===== src/rtl/tlul_reg_responder.sv =====
// tlul_reg_responder: bridges a single TL-UL device port onto a simple
// request/acknowledge register bus. One transaction is outstanding at a time;
// malformed requests are answered with d_error without touching the device.
//
// Optional feature: define TLUL_REG_RESPONDER_TIMEOUT_EN to add a 16-bit
// watchdog that terminates an access with d_error after TimeoutCycles cycles
// without reg_ack_i. Without the macro, an access waits indefinitely.
//
// Both TL-UL channel types are defined in tlul_pkg at the top of this file.
// AW must be in the range 3..32, and DW must be 32.

package tlul_pkg;

  typedef enum logic [2:0] {
    PutFullData    = 3'h0,
    PutPartialData = 3'h1,
    Get            = 3'h4
  } tl_a_op_e;

  typedef enum logic [2:0] {
    AccessAck     = 3'h0,
    AccessAckData = 3'h1
  } tl_d_op_e;

  typedef struct packed {
    logic        a_valid;
    logic [2:0]  a_opcode;
    logic [2:0]  a_param;
    logic [1:0]  a_size;
    logic [7:0]  a_source;
    logic [31:0] a_address;
    logic [3:0]  a_mask;
    logic [31:0] a_data;
    logic        d_ready;
  } tl_h2d_t;

  typedef struct packed {
    logic        d_valid;
    logic [2:0]  d_opcode;
    logic [2:0]  d_param;
    logic [1:0]  d_size;
    logic [7:0]  d_source;
    logic        d_sink;
    logic [31:0] d_data;
    logic [3:0]  d_user;
    logic        d_error;
    logic        a_ready;
  } tl_d2h_t;

endpackage

module tlul_reg_responder
  import tlul_pkg::*;
#(
  parameter int AW            = 32,
  parameter int DW            = 32,
  parameter int TimeoutCycles = 255
) (
  input  logic            clk_i,
  input  logic            rst_ni,
  input  tl_h2d_t         tl_i,
  output tl_d2h_t         tl_o,
  output logic            reg_req_o,
  output logic            reg_we_o,
  output logic [AW-1:0]   reg_addr_o,
  output logic [DW-1:0]   reg_wdata_o,
  output logic [DW/8-1:0] reg_be_o,
  input  logic            reg_ack_i,
  input  logic [DW-1:0]   reg_rdata_i,
  input  logic            reg_error_i
);

  typedef enum logic [1:0] {
    StIdle,
    StAccess,
    StResp
  } state_e;

  // Byte lanes covered by a request of the given size at the given offset.
  function automatic logic [3:0] size_lanes(input logic [1:0] size,
                                            input logic [1:0] offset);
    case (size)
      2'd0:    return 4'b0001 << offset;
      2'd1:    return 4'b0011 << {offset[1], 1'b0};
      default: return 4'b1111;
    endcase
  endfunction

  // A request is legal when the opcode is supported, the size fits one word,
  // the address is size-aligned and the mask stays within the addressed lanes.
  function automatic logic req_legal(input logic [2:0] op,
                                     input logic [1:0] size,
                                     input logic [1:0] offset,
                                     input logic [3:0] mask);
    logic       op_ok;
    logic       aligned;
    logic [3:0] lanes;
    op_ok = (op == PutFullData) || (op == PutPartialData) || (op == Get);
    case (size)
      2'd0:    aligned = 1'b1;
      2'd1:    aligned = !offset[0];
      2'd2:    aligned = (offset == 2'b00);
      default: aligned = 1'b0;
    endcase
    lanes = size_lanes(size, offset);
    return op_ok && aligned && (mask != 4'h0) && ((mask & ~lanes) == 4'h0) &&
           ((op != PutFullData) || (mask == lanes));
  endfunction

  state_e          state_q, state_d;
  logic            is_put_q, is_put_d;
  logic [1:0]      size_q, size_d;
  logic [7:0]      source_q, source_d;
  logic [AW-3:0]   addr_q, addr_d;
  logic [DW/8-1:0] mask_q, mask_d;
  logic [DW-1:0]   wdata_q, wdata_d;
  logic [DW-1:0]   rdata_q, rdata_d;
  logic            err_q, err_d;
  logic            accept;

  assign accept = (state_q == StIdle) && tl_i.a_valid;

`ifdef TLUL_REG_RESPONDER_TIMEOUT_EN
  localparam logic [15:0] TimeoutLimit = 16'(TimeoutCycles);

  logic [15:0] wdog_q, wdog_d;
  logic        wdog_expired;

  // Watchdog counts ACCESS cycles that pass without a device acknowledge.
  always_comb begin
    wdog_d       = wdog_q;
    wdog_expired = 1'b0;
    if (accept) begin
      wdog_d = 16'd0;
    end else if (state_q == StAccess && !reg_ack_i) begin
      wdog_d       = wdog_q + 16'd1;
      wdog_expired = (wdog_d == TimeoutLimit);
    end
  end

  // Watchdog counter register.
  always_ff @(posedge clk_i) begin
    if (!rst_ni) begin
      wdog_q <= 16'd0;
    end else begin
      wdog_q <= wdog_d;
    end
  end
`else
  logic        wdog_expired;
  logic [15:0] unused_timeout_cycles;

  assign wdog_expired          = 1'b0;
  assign unused_timeout_cycles = 16'(TimeoutCycles);
`endif

  // Next-state and capture logic for the IDLE -> ACCESS -> RESP sequence.
  always_comb begin
    // NOTE: every _d defaults to its _q first so no path through the case leaves a latch.
    state_d  = state_q;
    is_put_d = is_put_q;
    size_d   = size_q;
    source_d = source_q;
    addr_d   = addr_q;
    mask_d   = mask_q;
    wdata_d  = wdata_q;
    rdata_d  = rdata_q;
    err_d    = err_q;

    case (state_q)
      StIdle: begin
        if (accept) begin
          is_put_d = (tl_i.a_opcode == PutFullData) ||
                     (tl_i.a_opcode == PutPartialData);
          size_d   = tl_i.a_size;
          source_d = tl_i.a_source;
          addr_d   = tl_i.a_address[AW-1:2];
          mask_d   = tl_i.a_mask;
          wdata_d  = tl_i.a_data;
          if (req_legal(tl_i.a_opcode, tl_i.a_size, tl_i.a_address[1:0],
                        tl_i.a_mask)) begin
            err_d   = 1'b0;
            state_d = StAccess;
          end else begin
            err_d   = 1'b1;
            state_d = StResp;
          end
        end
      end
      StAccess: begin
        // An acknowledge on the expiry cycle still counts as a normal completion.
        if (reg_ack_i) begin
          rdata_d = reg_rdata_i;
          err_d   = reg_error_i;
          state_d = StResp;
        end else if (wdog_expired) begin
          err_d   = 1'b1;
          state_d = StResp;
        end
      end
      StResp: begin
        if (tl_i.d_ready) begin
          state_d = StIdle;
        end
      end
      default: state_d = StIdle;
    endcase
  end

  // State and captured-transaction registers with synchronous reset.
  always_ff @(posedge clk_i) begin
    if (!rst_ni) begin
      // NOTE: payload registers are reset as well because they drive reg_*_o directly and must read zero after reset.
      state_q  <= StIdle;
      is_put_q <= 1'b0;
      size_q   <= 2'd0;
      source_q <= 8'd0;
      addr_q   <= '0;
      mask_q   <= '0;
      wdata_q  <= '0;
      rdata_q  <= '0;
      err_q    <= 1'b0;
    end else begin
      // NOTE: non-blocking assignments only; the _d values are already settled by the combinational block.
      state_q  <= state_d;
      is_put_q <= is_put_d;
      size_q   <= size_d;
      source_q <= source_d;
      addr_q   <= addr_d;
      mask_q   <= mask_d;
      wdata_q  <= wdata_d;
      rdata_q  <= rdata_d;
      err_q    <= err_d;
    end
  end

  // Channel outputs decoded from the current state and captured transaction.
  always_comb begin
    tl_o         = '0;
    tl_o.a_ready = (state_q == StIdle);
    if (state_q == StResp) begin
      tl_o.d_valid  = 1'b1;
      tl_o.d_opcode = is_put_q ? AccessAck : AccessAckData;
      tl_o.d_size   = size_q;
      tl_o.d_source = source_q;
      tl_o.d_error  = err_q;
      if (is_put_q) begin
        tl_o.d_data = 32'h0;
      end else if (err_q) begin
        tl_o.d_data = 32'hFFFF_FFFF;
      end else begin
        tl_o.d_data = rdata_q;
      end
    end
  end

  assign reg_req_o   = (state_q == StAccess);
  assign reg_we_o    = reg_req_o && is_put_q;
  assign reg_addr_o  = {addr_q, 2'b00};
  assign reg_wdata_o = wdata_q;
  assign reg_be_o    = mask_q;

  logic unused_tl_bits;
  assign unused_tl_bits = ^{tl_i.a_param, tl_i.a_address};

endmodule


===== config.mk =====
export PLATFORM = sky130hd
export DESIGN_NAME = tlul_reg_responder
export DESIGN_NICKNAME = d
export VERILOG_FILES = /design/src/rtl/tlul_reg_responder.sv
export SDC_FILE = /design/constraint.sdc
export NUM_CORES = 1
export LEC_CHECK = 0
export ABC_AREA = 0
export CELL_PAD_IN_SITES_DETAIL_PLACEMENT = 1
export CELL_PAD_IN_SITES_GLOBAL_PLACEMENT = 1
export CORE_MARGIN = 5
export CORE_UTILIZATION = 25
export DETAILED_ROUTE_END_ITERATION = 8
export PLACE_DENSITY_LB_ADDON = 0.1
export SYNTH_ARGS = -nofsm -noshare
export SYNTH_HDL_FRONTEND = slang
export SYNTH_SLANG_ARGS = --single-unit

===== constraint.sdc =====
create_clock -name clk_i -period 1.8 [get_ports clk_i]
set_input_delay 0.27 -clock clk_i [delete_from_list [all_inputs] [get_ports clk_i]]
set_output_delay 0.27 -clock clk_i [all_outputs]
set_load 0.03 [all_outputs]

; Word level (Yosys, flattened, before mapping)
; Cells that the tools add are included.
[word_totals]
reg_bits = 112
latchBits = 0
ramBits = 0
romBits = 0
input_bits = 122
out_inout_bits = 126
elab_cells = 67
n_memories = 0
[op_classes]
addsub = 0
multipliers = 0
div_mod_pow = 0
magnitude_cmp = 0
n_eq_ne = 10
shifts = 2
n_mux = 22
bitwise_logic = 2
n_reduce_logical = 22
[ops]
columns = cell, count
row1 = 32-bit two-way mux, 3
row2 = 4-bit two-way mux, 3
row3 = 10-bit two-way mux, 1
row4 = 2-bit two-way mux, 4
row5 = 4-bit one-hot mux with 2 select lines, 1
row6 = 1-bit two-way mux, 7
row7 = 1-bit logical AND, 6
row8 = 2-bit zero test, 3
row9 = 2-bit one-hot mux with 3 select lines, 1
row10 = 3-bit AND reduction, 2
row11 = 4-bit AND, 1
row12 = "2-bit by 1-bit == test with 1-bit output, second input constant", 2
row13 = "2-bit == test, second input constant", 2
row14 = 4-bit == test, 1
row15 = 4-bit zero test, 1
row16 = "2-bit by 1-bit != test with 1-bit output, second input constant", 2
row17 = 4-bit inverter, 1
row18 = 2-bit AND reduction, 2
row19 = 4-bit nonzero test, 1
row20 = "1-bit by 2-bit << shifter with 4-bit output, first input constant", 1
row21 = "2-bit by 2-bit << shifter with 4-bit output, first input constant", 1
row22 = "3-bit by 1-bit == test with 1-bit output, second input constant", 1
row23 = "3-bit == test, second input constant", 1
row24 = 3-bit zero test, 1
row25 = 7 further kinds, 9

; Longest topological paths before layout
; Gate-level depths: netlist of the first run.
[depth]
depth_word = 12
ltp_mapped = 8
depth_no_buf = 8

; Worst setup path after synthesis of the first run
; OpenSTA, ideal clock, no wires.
[synth_timing]
path_kind = register to output
startpoint = reg state_q[0]
endpoint = out tl_o[28] in the netlist's numbering
arrival_ps = 1383
t_required_ps = 1530
path_slack_ps = 147
stages_incl_launch_ff = 5
n_path_buf = 1
cell_sequence = dfxtp_1 -> nand2b_1 -> nor2_1 -> buf_2 -> o21a_1
[synth_lines]
columns = item, line_no
row1 = start: declaration, 110  ; state_e state_q, state_d;
row2 = start signal: assignment, 214  ; state_q <= StIdle;
row3 = start signal: assignment, 225  ; state_q <= state_d;
row4 = end: declaration, 62  ; output tl_d2h_t tl_o,

==> results.yml, run 1 <==
sta:
  final_hold_viol_count: 0
  setup_viol: 19
  fin_ws_ps: -43.9
  min_period_over_period_pct: 102
  finClkSkew_ps: 4.45
  max_clock_freq_mhz: 542
  hold_slack_ps: 375
  min_period_ps: 1840
  report.final.slew_viol_count: 0
  rsz0062_at_grt: "yes"
pwr:
  combinationalPowerShare_pct: 23.6
  power.internal_mw: 4.50
  p_leak_nw: 3.07
  power_mw: 6.29
  p_seq_share_pct: 42.3
  sw_frac_of_total_pct: 28.4
  power.switching_mw: 1.79
  pwr-share-clk_pct: 34.1
  p_per_area_mw_per_mm2: 790
  ir_drop_mv: 0.429
worst_setup_path:
  worstSetupStartpointType: "register"
  critical_path_class: "reg2out"
  r2r_slack_ps: 240
  cp_cell_sequence: "nand2b_4 -> nor2_4 -> buf_4 -> clkbuf_16 -> o21a_1 -> buf_6"
  crit_slowest_cell: "dfxtp_4"
  slowest_delay_ps: 350
  end_kind: "output pin"
  arrival_ps: 1570
  critPathTopFamily: "buffers and inverters"
  cp_max_fo: 8
  cp_num_buf_inv: 3
  worstPathRequired_ps: 1530
synth:
  synthTopCellsByArea: "dfxtp_1, nand2_1, a21boi_1, a21boi_0, o21a_1"
  yosys_register_bits: 112
  synth_top_cells_by_count: "nand2_1, dfxtp_1, a21boi_1"
  synthCells: 584
  yosysMostFrequentCell: "nand2_1"
  synth_edf_count: 0
  synth.avg_cell_area_um2: 8.30
  synth_cell_type_count: 32
  netlist_area_mm2: 0.00484
  ys.flop_type: "dfxtp_1"
  yosysTopAreaCellShare_pct: 46.3
  synth_area_leader_cell: "dfxtp_1"
  synth-warning-count: 0
  synth-seq-area-share_pct: 46.3
  synthArstFlopShare_pct: 0
drt:
  drt_wl_total_um: 17800
  ant_nets: 0
  num_vias: 4737
  routedWlPerCell_um: 16.5
  drt_pass1_iterations: 4
  drt_iter0_drc: 107
  drc: 0
  vias_per_cell: 4.38
grt:
  grt_use_total_pct: 15.7
  grt_busiest_layer: "met2"
  grt_use_met3_pct: 6.59
  grt_pass1_wl_um: 27600
  grt_antenna_before_repair: 0
  grt.met2_usage_pct: 27.0
  overflow: 0
  grt_pass1_vias: 5056
  grt_max_degree: 55
  grt_use_met1_pct: 18.0
floorplan:
  fp.dieW_um: 149
  die_h_um: 149
  die_area_mm2: 0.0223
  ios: 248
  start_util_pct: 25.1
  placementRows: 51
  coreArea_mm2: 0.0193
worst_hold_path:
  hold_class: "in2reg"
clock_network:
  cts_tree: "done"
  htree_levels: 3
  cts_num_sinks: 112
  cts-buffers-inserted: 9
  root_buffer: "clkbuf_16"
  path_clk_slew_ps: 70
  clk_path_buf_depth: 2
  clk_latency_ps: 350
run:
  maxCapViolations: 0
finish:
  num_antenna_cells: 0
  area_delta_synth_final_pct: 64.3
  drive_gt1_share_pct: 13.0
  nNetsFinal: 938
place:
  portBuffers: 232
  gp_congestion: 0.762
  dp_hpwl_um: 12900
outcome:
  outcome: "finished, violations left"
  violations: "setup timing"
-- power by group through the flow --
stage	sequential, mW	clock, mW	combinational, mW
floorplan	2.90	0	0.549
global placement	2.71	0	1.41
detailed placement	2.72	0	1.42
CTS	2.66	2.24	1.50
global route	2.67	2.32	1.59
finish	2.66	2.14	1.48
-- cell type report --
class                           count  area [um2]
Tap cell                          265         332
Inverter                            2        7.51
Clock inverter                      4        51.3
Multi-Input combinational cell    424        2310
Fill cell                        2268       11300
Timing Repair Buffer              263        2740
Sequential cell                   112        2250
Clock buffer                       12         267
-- worst register-to-register path, cell delays in order, from the launching register on --
cell,delay [ps]
dfxtp_4,350
buf_4,140
buf_4,140
or3b_4,430
buf_4,220
nand2_1,90
a21boi_0,80
-- flip-flops by register name, summed over array words and instances, names as in the netlist --
signal / cells
err_q: 1
is_put_q: 1
size_q: 2
rdata_q: 32
addr_q: 30
state_q: 2
reg_be_o: 4
source_q: 8
reg_wdata_o: 32
-- timing repair --
action	CTS	global route
hold endpoints to repair	0	0
setup buffers	4	3
resized for setup	43	10
hold buffers	0	0
gates cloned	2	1
pin swaps	1	3
endpoints found under the setup margin	49	46
-- worst paths after layout --
kind / from / depth (start not counted) / to
max: state_q[0] / 6 / tl_o[28]
min: tl_i[77] / 4 / size_q[0]
max reg2reg: state_q[0] / 6 / addr_q[0]
min reg2reg: source_q[4] / 2 / source_q[4]
-- per-stage QoR --
stage               utilization [%]  setup TNS (ps)  area, um2  instances  setup slack (ps)
global route                   41.3           -3250       7960       1082              -124
global placement               38.2           -1110       7360       1058              -425
detailed placement             38.2           -1260       7360       1058              -473
finish                         41.3            -416       7960       1082             -43.9
CTS                            41.1           -1380       7920       1080             -73.1
floorplan                         -               0       4890        595               147
-- placed cells by master (no fill, tap or decap), types with 5 or more instances in the layout --
| cell type | count |
|---|---|
| clkdlybuf4s50_1 | 179 |
| conb_1 | 12 |
| and2_1 | 13 |
| a21oi_1 | 6 |
| buf_12 | 11 |
| a21boi_0 | 43 |
| o21a_1 | 32 |
| nand2_1 | 219 |
| buf_6 | 33 |
| dfxtp_1 | 110 |
| nor2_1 | 5 |
| clkbuf_16 | 10 |
| a21boi_1 | 65 |
| buf_4 | 31 |
-- per-layer routing --
metal	part of all wire, %	wire length, um
met1	41	7230
met5	0	0
met2	50	8860
met4	1.7	302
met3	8.1	1450
-- cell families after synthesis --
| family | after synthesis | synth area share [%] |
|---|---|---|
| AO/OA/AOI/OAI | 151 | 23.1 |
| buffers and inverters | 59 | 7.64 |
| other | 1 | 0.0774 |
| adder cells (fa/ha/maj) | 4 | 1.03 |
| multiplexers | 1 | 0.207 |
| flip-flops | 112 | 46.3 |
| AND/OR/NAND/NOR | 256 | 21.6 |
No activity file was read; power rests on OpenSTA's default activity.
==> run 2, diff against run 1 <==
--- a/config.mk
+++ b/config.mk
@@ -12,6 +12,7 @@
 export CORE_UTILIZATION = 25
 export DETAILED_ROUTE_END_ITERATION = 8
 export PLACE_DENSITY_LB_ADDON = 0.1
+export SETUP_SLACK_MARGIN = 0.2
 export SYNTH_ARGS = -nofsm -noshare
 export SYNTH_HDL_FRONTEND = slang
 export SYNTH_SLANG_ARGS = --single-unit
==> run 2 against run 1 <==
Effect of this change: flip-flop and latch count is the same; combinational power is essentially flat; hold slack lost 45 ps; clock-buffer cell count is the same; the run now ends clean; register-to-register slack gained 90 ps; die area is the same; clock power shrank 6%; clock skew grew 1.7 ps; first-iteration DRC count grew 48%; sequential share of layout area shrank 0.075 points; final cell count grew 0.46%; critical path depth is the same.
==> results.yml, run 2 (synthesis results as in run 1) <==
pwr:
  pwr-share-clk_pct: 32.8
  p_seq_share_pct: 43.4
  p_leak_nw: 3.34
  ir_drop_mv: 0.404
  power.switching_mw: 1.76
  sw_frac_of_total_pct: 28.7
  power.internal_mw: 4.37
  p_per_area_mw_per_mm2: 768
  combinationalPowerShare_pct: 23.9
drt:
  ant_nets: 0
  routedWlPerCell_um: 16.0
  vias_per_cell: 4.35
  drc: 0
  drt_wl_total_um: 17400
  drt_pass1_iterations: 4
  num_vias: 4731
  drt_iter0_drc: 158
sta:
  min_period_ps: 1790
  final_hold_viol_count: 0
  rsz0062_at_grt: "yes"
  setup_viol: 0
  finClkSkew_ps: 6.11
  fin_tns_setup_ps: 0
  max_clock_freq_mhz: 559
  hold_slack_ps: 330
  report.final.slew_viol_count: 0
  min_period_over_period_pct: 99.3
worst_setup_path:
  reg2reg_from: "state_q[0]"
  critical_path_class: "reg2out"
  worstSetupStartpointType: "register"
  end_kind: "output pin"
  cp_max_fo: 6
  crit_start: "state_q[0]"
  r2r_slack_ps: 330
  worstReg2RegEnd: "rdata_q[17]"
  endpoint: "tl_o[6]"
  worstPathRequired_ps: 1530
  r2r_cells: 7
  arrival_ps: 1520
finish:
  area_delta_synth_final_pct: 64.7
  num_antenna_cells: 0
  n_fill_cell: 2263
  stdcell_count: 1087
  final_common_cell: "nand2_1"
  nNetsFinal: 943
  drive_gt1_share_pct: 14.7
  mostFrequentLayoutCells: "nand2_1, clkdlybuf4s50_1, dfxtp_1"
grt:
  grt_use_total_pct: 15.2
  grt_pass1_vias: 5050
  overflow: 0
  grt_max_degree: 55
  grt_antenna_before_repair: 1
  grt_pass1_wl_um: 27000
floorplan:
  placementRows: 51
  fp.dieW_um: 149
  coreArea_mm2: 0.0193
  start_util_pct: 25.1
  die_area_mm2: 0.0223
  ios: 248
  die_h_um: 149
place:
  portBuffers: 232
  place_inst: 1058
  gp_congestion: 0.727
  dp_hpwl_um: 12700
outcome:
  outcome: "completed"
worst_hold_path:
  whs_path_depth: 3
  hold_class: "in2reg"
clock_network:
  cts-buffers-inserted: 9
  htree_levels: 3
  clk_latency_ps: 340
  root_buffer: "clkbuf_16"
  path_clk_slew_ps: 70
  cts_num_sinks: 112
  cts_tree: "done"
  clk_path_buf_depth: 2
run:
  maxCapViolations: 0
==> run 2: changes by cell type in the layout (fill, tap and decap cells not counted), moves of 12 or more <==
cell             before  now
and2_4                0   12
clkdlybuf4s50_1     179  113
buf_4                31   18
buf_6                33   46
and2_1               13    1
dlygate4sd2_1         2   70
==> run 2: worst max-delay path: stages (launching register included) <==
cell	delay (ps)
dfxtp_4	340
nand2b_4	150
nor2_4	130
buf_12	140
buf_8	110
o21a_1	160
buf_6	140
==> run 2: routing by layer <==
metal / part of all wire [%] / GRT usage (%)
met1: 38 / 16.6
met2: 51 / 26.7
met3: 9.6 / 6.68
met4: 1.5 / 4.53
met5: 0.069 / 0
==> run 2: power groups by stage <==
stage / clock network (mW) / registers (mW) / logic [mW]
6_report: 2.01 / 2.66 / 1.46
5_1_grt: 2.22 / 2.67 / 1.57
4_1_cts: 2.12 / 2.66 / 1.45
3_5_place_dp: 0 / 2.72 / 1.42
3_3_place_gp: 0 / 2.71 / 1.40
2_1_floorplan: 0 / 2.90 / 0.549
==> run 2: stage by stage <==
stage               area [um2]  total power, mW  setup WS (ps)  util [%]
floorplan                 4890             3.45            147         -
global placement          7360             4.11           -376      38.2
detailed placement        7360             4.14           -332      38.2
CTS                       7870             6.23          -28.2      40.8
global route              7980             6.46          -60.6      41.4
finish                    7980             6.13           12.6      41.4
==> run 2: timing repair <==
| item | 4_1_cts | 5_1_grt |
|---|---|---|
| setup endpoints to repair | 117 | 46 |
| hold endpoints to repair | 0 | 0 |
| hold buffers | 0 | 0 |
| resized for setup | 147 | 13 |
| cloned | 3 | 2 |
| pin swaps | 3 | 2 |
| setup buffers | 5 | 3 |
==> run 2: worst min-delay path by stage <==
stage / from / end / slack (ps)
3_3_place_gp: source_q[4] / source_q[4] / 440
3_5_place_dp: size_q[0] / size_q[0] / 440
4_1_cts: rst_ni / state_q[1] / 330
6_report: rst_ni / state_q[1] / 330
5_1_grt: rst_ni / reg_be_o[2] / 340
2_1_floorplan: tl_i[77] / size_q[0] / 400
==> run 2: cell type report <==
| cell class | instances | area (um2) | area share [%] |
|---|---|---|---|
| repair buffers | 267 | 2760 | 34.5 |
| repair inverters | 1 | 11.3 | 0.141 |
| flip-flops and latches | 112 | 2250 | 28.2 |
| clock buffers | 12 | 236 | 2.96 |
| multi-input cells | 424 | 2330 | 29.2 |
| inverters | 2 | 15.0 | 0.188 |
| well taps | 265 | 332 | 4.15 |
| clock inverters | 4 | 53.8 | 0.674 |
